==> src/rtl/pid_pkg.sv <==
// Shared constants and arithmetic helpers for the pipelined heading PID.
// Latency: n/a (package only).
// Backpressure: n/a (package only).
package pid_pkg;

  // Default widths and gains
  localparam int DEF_ERR_W     = 12;
  localparam int DEF_SAT_W     = 10;
  localparam int DEF_FWD_W     = 10;
  localparam int DEF_SPD_W     = 11;
  localparam int DEF_I_W       = 15;
  localparam int DEF_I_SHIFT   = 6;
  localparam int DEF_D_DEPTH   = 2;
  localparam int DEF_D_SAT_W   = 7;
  localparam int DEF_P_COEFF   = 8;
  localparam int DEF_D_COEFF   = 11;
  localparam int DEF_OUT_SHIFT = 3;
  localparam int DEF_SLEW_MAX  = 0;

  // Internal arithmetic width; wide enough that no PID intermediate can overflow
  localparam int CALC_W = 32;

  // Clamp a signed value into the range of a w-bit signed number
  function automatic logic signed [CALC_W-1:0] sat_s(input logic signed [CALC_W-1:0] v,
                                                     input int w);
    logic signed [CALC_W-1:0] hi;
    logic signed [CALC_W-1:0] lo;
    hi = (CALC_W'(1) <<< (w - 1)) - 1;
    lo = -hi - 1;
    if (v > hi) return hi;
    else if (v < lo) return lo;
    else return v;
  endfunction

  // Treat the low w bits of v as a signed number and sign-extend to CALC_W
  function automatic logic signed [CALC_W-1:0] sext(input logic [CALC_W-1:0] v,
                                                    input int w);
    logic [CALC_W-1:0] t;
    t = v << (CALC_W - w);
    return $signed(t) >>> (CALC_W - w);
  endfunction

endpackage

==> src/rtl/pid_ctrl_pipe_slew.sv <==
// Per-wheel slew-rate limiter: steps the registered output toward target by at most SLEW_MAX.
// Latency: output updates on the edge where ld is high; clr zeroes it on the next edge.
// Backpressure: none; ld is a strobe and every load is accepted.
module slew_limiter
  import pid_pkg::*;
#(
  parameter int SPD_W    = DEF_SPD_W,
  parameter int SLEW_MAX = DEF_SLEW_MAX
) (
  input  logic             clk,
  input  logic             rst_n,
  input  logic             clr,
  input  logic             ld,
  input  logic [SPD_W-1:0] target,
  output logic [SPD_W-1:0] out
);

  logic signed [CALC_W-1:0] t_x;
  logic signed [CALC_W-1:0] c_x;
  logic signed [CALC_W-1:0] diff;
  logic        [SPD_W-1:0]  nxt;

  // Pick the next output: jump straight to target when close enough or bypassed
  always_comb begin
    t_x  = sext(CALC_W'(target), SPD_W);
    c_x  = sext(CALC_W'(out), SPD_W);
    diff = t_x - c_x;
    nxt  = target;
    if (SLEW_MAX != 0) begin
      if (diff > SLEW_MAX)       nxt = SPD_W'(c_x + SLEW_MAX);
      else if (diff < -SLEW_MAX) nxt = SPD_W'(c_x - SLEW_MAX);
    end
  end

  // Output register; clear has priority over load
  always_ff @(posedge clk or negedge rst_n) begin
    if (!rst_n)  out <= '0;
    else if (clr) out <= '0;
    else if (ld)  out <= nxt;
  end

endmodule

==> src/rtl/pid_ctrl_pipe.sv <==
// Three-stage heading PID: error saturate, P/I/D sum with anti-windup, wheel mix + slew limit.
// Latency: err_vld at edge N gives spd_vld high after edge N+2; full throughput.
// Backpressure: none; every qualified err_vld yields one spd_vld unless moving drops first.
module pid_ctrl_pipe
  import pid_pkg::*;
#(
  parameter int ERR_W     = DEF_ERR_W,
  parameter int SAT_W     = DEF_SAT_W,
  parameter int FWD_W     = DEF_FWD_W,
  parameter int SPD_W     = DEF_SPD_W,
  parameter int I_W       = DEF_I_W,
  parameter int I_SHIFT   = DEF_I_SHIFT,
  parameter int D_DEPTH   = DEF_D_DEPTH,
  parameter int D_SAT_W   = DEF_D_SAT_W,
  parameter int P_COEFF   = DEF_P_COEFF,
  parameter int D_COEFF   = DEF_D_COEFF,
  parameter int OUT_SHIFT = DEF_OUT_SHIFT,
  parameter int SLEW_MAX  = DEF_SLEW_MAX
) (
  input  logic             clk,
  input  logic             rst_n,
  input  logic             moving,
  input  logic             err_vld,
  input  logic [ERR_W-1:0] error,
  input  logic [FWD_W-1:0] frwrd,
  output logic [SPD_W-1:0] lft_spd,
  output logic [SPD_W-1:0] rght_spd,
  output logic             spd_vld,
  output logic             clamp
);

  // Stage 0 state
  logic [SAT_W-1:0] err_q;
  logic             v1;

  // Stage 1 state
  logic [I_W-1:0]           integ;
  logic [SAT_W-1:0]         hist [D_DEPTH];
  logic signed [CALC_W-1:0] pid_q;
  logic                     v2;

  // Stage 1 combinational terms
  logic signed [CALC_W-1:0] err_x;
  logic signed [CALC_W-1:0] integ_x;
  logic signed [CALC_W-1:0] hist_x;
  logic signed [CALC_W-1:0] p_term;
  logic signed [CALC_W-1:0] i_term;
  logic signed [CALC_W-1:0] d_term;
  logic signed [CALC_W-1:0] pid_d;
  logic signed [CALC_W-1:0] integ_sum;
  logic                     integ_ovf;
  logic                     integ_hold;

  // Stage 2 combinational terms
  logic signed [CALC_W-1:0] sh;
  logic signed [CALC_W-1:0] fw_x;
  logic signed [CALC_W-1:0] tl_full;
  logic signed [CALC_W-1:0] tr_full;
  logic signed [CALC_W-1:0] tl_sat;
  logic signed [CALC_W-1:0] tr_sat;
  logic                     sat_any;
  logic [SPD_W-1:0]         tgt_l;
  logic [SPD_W-1:0]         tgt_r;
  logic                     slew_ld;

  // Stage 0: capture the saturated error and launch the sample while driving
  always_ff @(posedge clk or negedge rst_n) begin
    if (!rst_n) begin
      err_q <= '0;
      v1    <= 1'b0;
    end else begin
      v1 <= err_vld & moving;
      if (err_vld & moving)
        err_q <= SAT_W'(sat_s(sext(CALC_W'(error), ERR_W), SAT_W));
    end
  end

  // Stage 1 terms: P, I from the pre-update integrator, D against the oldest history tap
  always_comb begin
    err_x     = sext(CALC_W'(err_q), SAT_W);
    integ_x   = sext(CALC_W'(integ), I_W);
    hist_x    = sext(CALC_W'(hist[D_DEPTH-1]), SAT_W);
    p_term    = err_x * P_COEFF;
    i_term    = integ_x >>> I_SHIFT;
    d_term    = sat_s(err_x - hist_x, D_SAT_W) * D_COEFF;
    pid_d     = p_term + i_term + d_term;
    integ_sum = integ_x + err_x;
    integ_ovf = (sat_s(integ_sum, I_W) != integ_sum);
    // Anti-windup: stop pushing the integrator further in the direction that is saturating
    integ_hold = integ_ovf | (clamp & (err_q[SAT_W-1] == integ[I_W-1]));
  end

  // Stage 1 registers: PID sum, integrator and derivative history; moving low wipes them
  always_ff @(posedge clk or negedge rst_n) begin
    if (!rst_n) begin
      integ <= '0;
      pid_q <= '0;
      v2    <= 1'b0;
      for (int k = 0; k < D_DEPTH; k++) hist[k] <= '0;
    end else if (!moving) begin
      integ <= '0;
      v2    <= 1'b0;
      for (int k = 0; k < D_DEPTH; k++) hist[k] <= '0;
    end else begin
      v2 <= v1;
      if (v1) begin
        pid_q <= pid_d;
        if (!integ_hold) integ <= I_W'(integ_sum);
        hist[0] <= err_q;
        for (int k = 1; k < D_DEPTH; k++) hist[k] <= hist[k-1];
      end
    end
  end

  // Stage 2 mix: wide add/sub makes the saturation test exact regardless of sum magnitude
  always_comb begin
    sh      = pid_q >>> OUT_SHIFT;
    fw_x    = $signed(CALC_W'(frwrd));
    tl_full = fw_x + sh;
    tr_full = fw_x - sh;
    tl_sat  = sat_s(tl_full, SPD_W);
    tr_sat  = sat_s(tr_full, SPD_W);
    sat_any = (tl_sat != tl_full) | (tr_sat != tr_full);
    tgt_l   = SPD_W'(tl_sat);
    tgt_r   = SPD_W'(tr_sat);
    slew_ld = v2 & moving;
  end

  // Stage 2 flags: one-cycle valid strobe and sticky-until-next-update clamp
  always_ff @(posedge clk or negedge rst_n) begin
    if (!rst_n) begin
      spd_vld <= 1'b0;
      clamp   <= 1'b0;
    end else if (!moving) begin
      spd_vld <= 1'b0;
      clamp   <= 1'b0;
    end else begin
      spd_vld <= v2;
      if (v2) clamp <= sat_any;
    end
  end

  slew_limiter #(
    .SPD_W   (SPD_W),
    .SLEW_MAX(SLEW_MAX)
  ) u_slew_l (
    .clk   (clk),
    .rst_n (rst_n),
    .clr   (!moving),
    .ld    (slew_ld),
    .target(tgt_l),
    .out   (lft_spd)
  );

  slew_limiter #(
    .SPD_W   (SPD_W),
    .SLEW_MAX(SLEW_MAX)
  ) u_slew_r (
    .clk   (clk),
    .rst_n (rst_n),
    .clr   (!moving),
    .ld    (slew_ld),
    .target(tgt_r),
    .out   (rght_spd)
  );

endmodule

==> config.mk <==
export PLATFORM = sky130hd
export DESIGN_NAME = pid_ctrl_pipe
export DESIGN_NICKNAME = d
export VERILOG_FILES = /design/src/rtl/pid_pkg.sv /design/src/rtl/pid_ctrl_pipe_slew.sv /design/src/rtl/pid_ctrl_pipe.sv
export SDC_FILE = /design/constraint.sdc
export NUM_CORES = 1
export LEC_CHECK = 0
export ABC_AREA = 1
export BUFFER_PORTS_ARGS = -buffer_cell sky130_fd_sc_hd__buf_2
export CELL_PAD_IN_SITES_DETAIL_PLACEMENT = 0
export CELL_PAD_IN_SITES_GLOBAL_PLACEMENT = 1
export CORE_ASPECT_RATIO = 1.75
export CORE_MARGIN = 5
export CORE_UTILIZATION = 46
export DETAILED_ROUTE_END_ITERATION = 16
export PLACE_DENSITY = 0.93
export SYNTH_ARGS = -nofsm -noshare
export SYNTH_HDL_FRONTEND = slang
export SYNTH_HIERARCHICAL = 1
export SYNTH_SLANG_ARGS = --single-unit
==> constraint.sdc <==
create_clock -name clk -period 7.1 [get_ports clk]
set_clock_uncertainty 0.05 [all_clocks]
set_input_delay 1.42 -clock clk [delete_from_list [all_inputs] [get_ports clk]]
set_output_delay 1.42 -clock clk [all_outputs]
set_load 0.1 [all_outputs]
==> impl_metrics.json <==
{
  "clockBufferDepth": 2,
  "crit_path_end_kind": "flop",
  "yosys_warnings": 6,
  "post-route-period-util_pct": 93.3,
  "cp_common_cell": "nand2_1",
  "diodes": 0,
  "drt_iter0_markers": 436,
  "grt_pass1_vias": 9881,
  "io_pins": 50,
  "ys_seq_elements": 100,
  "crit_fanout": 9,
  "start_kind": "flop",
  "die_width_um": 122,
  "timing.fmax_mhz": 151,
  "htreeDepth": 3,
  "synthCells": 1480,
  "cts_buffers": 9,
  "die_area_um2": 25300,
  "hold_buffers": 0,
  "drc": 0,
  "slowest_delay_ns": 0.54,
  "final_cells": 1822,
  "io_buffer_count": 49,
  "timing.slew.headroom_pct": 47.0,
  "mostFrequentLayoutCells": "nand2_1 (403), inv_1 (240), nand3_1 (137)",
  "finalWirelength_um": 31400,
  "setup_viol": 0,
  "dr.pass1.iters": 6,
  "tritoncts": "yes",
  "layout_commonest_cell": "nand2_1",
  "cts_root_buf": "clkbuf_16",
  "netlist.area_leader.share_pct": 24.6,
  "post_dp_cell_area_um2": 10700,
  "finalPower_w": 0.00578,
  "grt_max_degree": 57,
  "nNetsFinal": 1661,
  "grt_remaining_overflow": 0,
  "maxCapViolCount": 0,
  "die_h_um": 207,
  "critPathKind": "reg -> reg",
  "tightestPinTransition_ns": 0.794,
  "hpwl_um": 26200,
  "detail-route-antenna-nets": 0,
  "cts_sinks": 100,
  "synth_seq_area_share_pct": 24.6,
  "routed_via_density": 5.36,
  "grt_first_pass_wirelength_um": 49700,
  "synth_area_leader_cell": "dfrtp_1",
  "antenna_found_initial": 0,
  "final_cell_area_um2": 11100,
  "vias": 9761,
  "syn_avg_cell_area_um2": 6.88,
  "syn2layout_area_growth_pct": 8.69,
  "powerDensity_nw_per_um2": 523,
  "syn-num-nets": 1620,
  "hold_viol": 0,
  "rows": 72,
  "critPathArrivalTime_ns": 6.81,
  "wl_per_cell_um": 17.2,
  "synth_area_leaders": "dfrtp_1 (25%), nand2_1 (15%), ha_1 (9.6%)",
  "syn_area_um2": 10200,
  "crit_slowest_cell": "fa_1",
  "final_layout_size_suffix_gt1_share_pct": 11.5,
  "whs_ns": 0.417,
  "r2r_slack_ns": 0.48,
  "start_util_pct": 46.3,
  "cp.required_ns": 7.29,
  "p_leak_nw": 6.03,
  "min_path_type": "reg -> reg",
  "clk_latency_ns": 0.37,
  "max-vdd-ir-drop_mv": 0.436,
  "clk_pin_slew_worst_paths_ns": 0.07,
  "finalCriticalPeriod_ns": 6.62,
  "core_area_um2": 22000,
  "dp_cells": 1802,
  "status": "finished, final reports clean",
  "place_congestion": 1.01,
  "track_usage_pct": 25.8,
  "ys_types": 52,
  "finalMaxSlewViolations": 0
}
critical path: cells and delay by family, from the launching register on:
kind | cells | cell delay [ns]
buffers and inverters | 6 | 0.59
AO/OA/AOI/OAI | 7 | 1.15
AND/OR/NAND/NOR | 12 | 0.93
flip-flops | 1 | 0.40
adder cells (fa/ha/maj) | 8 | 3.06
XOR/XNOR | 2 | 0.30
Yosys cell counts, drive strengths merged:
cell type / instances
a31oi: 3
nor2: 128
and3: 2
a22oi: 2
nand2: 414
ha: 78
xor2: 29
a21oi: 47
a21boi: 4
clkbuf: 11
buf: 23
a211oi: 1
nand4: 25
dfrtp: 100
nand3: 145
o22ai: 30
clkinv: 1
and2: 4
inv: 255
nand3b: 1
a22o: 1
o21bai: 5
o21a: 2
a21o: 3
o31ai: 3
a221oi: 1
o311ai: 1
o211ai: 1
or2: 1
fa: 36
o21ai: 88
nor3: 22
xnor2: 13
metal layers:
metal | vias up | track usage, % | routed length [um]
met5 | - | 0 | 0
met3 | 141 | 2.64 | 1020
met2 | 294 | 49.5 | 17000
met1 | 4518 | 23.0 | 9990
li1 | 4808 | - | -
met4 | 0 | 23.3 | 3350
cells by family (layout without fill, tap and decap cells):
| group | count (synthesis) | after routing | share of synthesized area [%] |
|---|---|---|---|
| simple gates | 742 | 742 | 31.8 |
| fa+ha+maj | 114 | 114 | 16.7 |
| xor+xnor | 42 | 42 | 3.69 |
| buf+inv | 290 | 336 | 11.6 |
| flops | 100 | 100 | 24.6 |
| compound gates | 192 | 192 | 11.7 |
final timing paths:
| path | cells past startpoint | to | from |
|---|---|---|---|
| max | 35 | pid_q[12] | err_q[0] |
| min | 2 | u_slew_l/out[2] | u_slew_l/out[2] |
| max reg2reg | 35 | pid_q[12] | err_q[0] |
| min reg2reg | 2 | u_slew_l/out[2] | u_slew_l/out[2] |
| max in group asynchronous | 2 | integ[14] | rst_n |
| min in group asynchronous | 1 | u_slew_r/out[3] | rst_n |
repair_timing:
item	in CTS	in global routing
pin swaps	0	4
resized for setup	2	15
setup buffers	0	4
endpoints found under the setup margin	9	20
layout make-up:
type | instances | area (um2)
tap | 296 | 370
inverter | 256 | 961
sequential | 100 | 2500
timing repair buffer | 64 | 360
clock buffer | 9 | 225
multi-input combinational | 1090 | 6540
clock inverter | 7 | 104
fill | 2307 | 10900
metrics by stage:
step                      setup slack, ns  setup TNS [ns]  util [%]
final                               0.476               0      50.3
after global placement              0.160               0      48.5
after global routing              -0.0285         -0.0597      50.3
after detailed placement          -0.0643          -0.455      48.5
after floorplan                     0.713               0         -
after CTS                          0.0311               0      50.0
state kept, by name (all words and copies together) (netlist names):
| signal | count |
|---|---|
| pid_q | 29 |
| hist | 20 |
| integ | 15 |
| u_slew_l/out | 11 |
| u_slew_r/out | 11 |
| err_q | 10 |
| clamp | 1 |
| spd_vld | 1 |
| v1 | 1 |
| v2 | 1 |
power breakdown:
part	switching, W	internal, W	total [W]	leakage (nW)
clock network	0.000251	0.000315	0.000566	0.161
registers	0.000176	0.000677	0.000852	1.33
logic	0.00288	0.00149	0.00436	4.54
(Power assumes the default switching activity.)
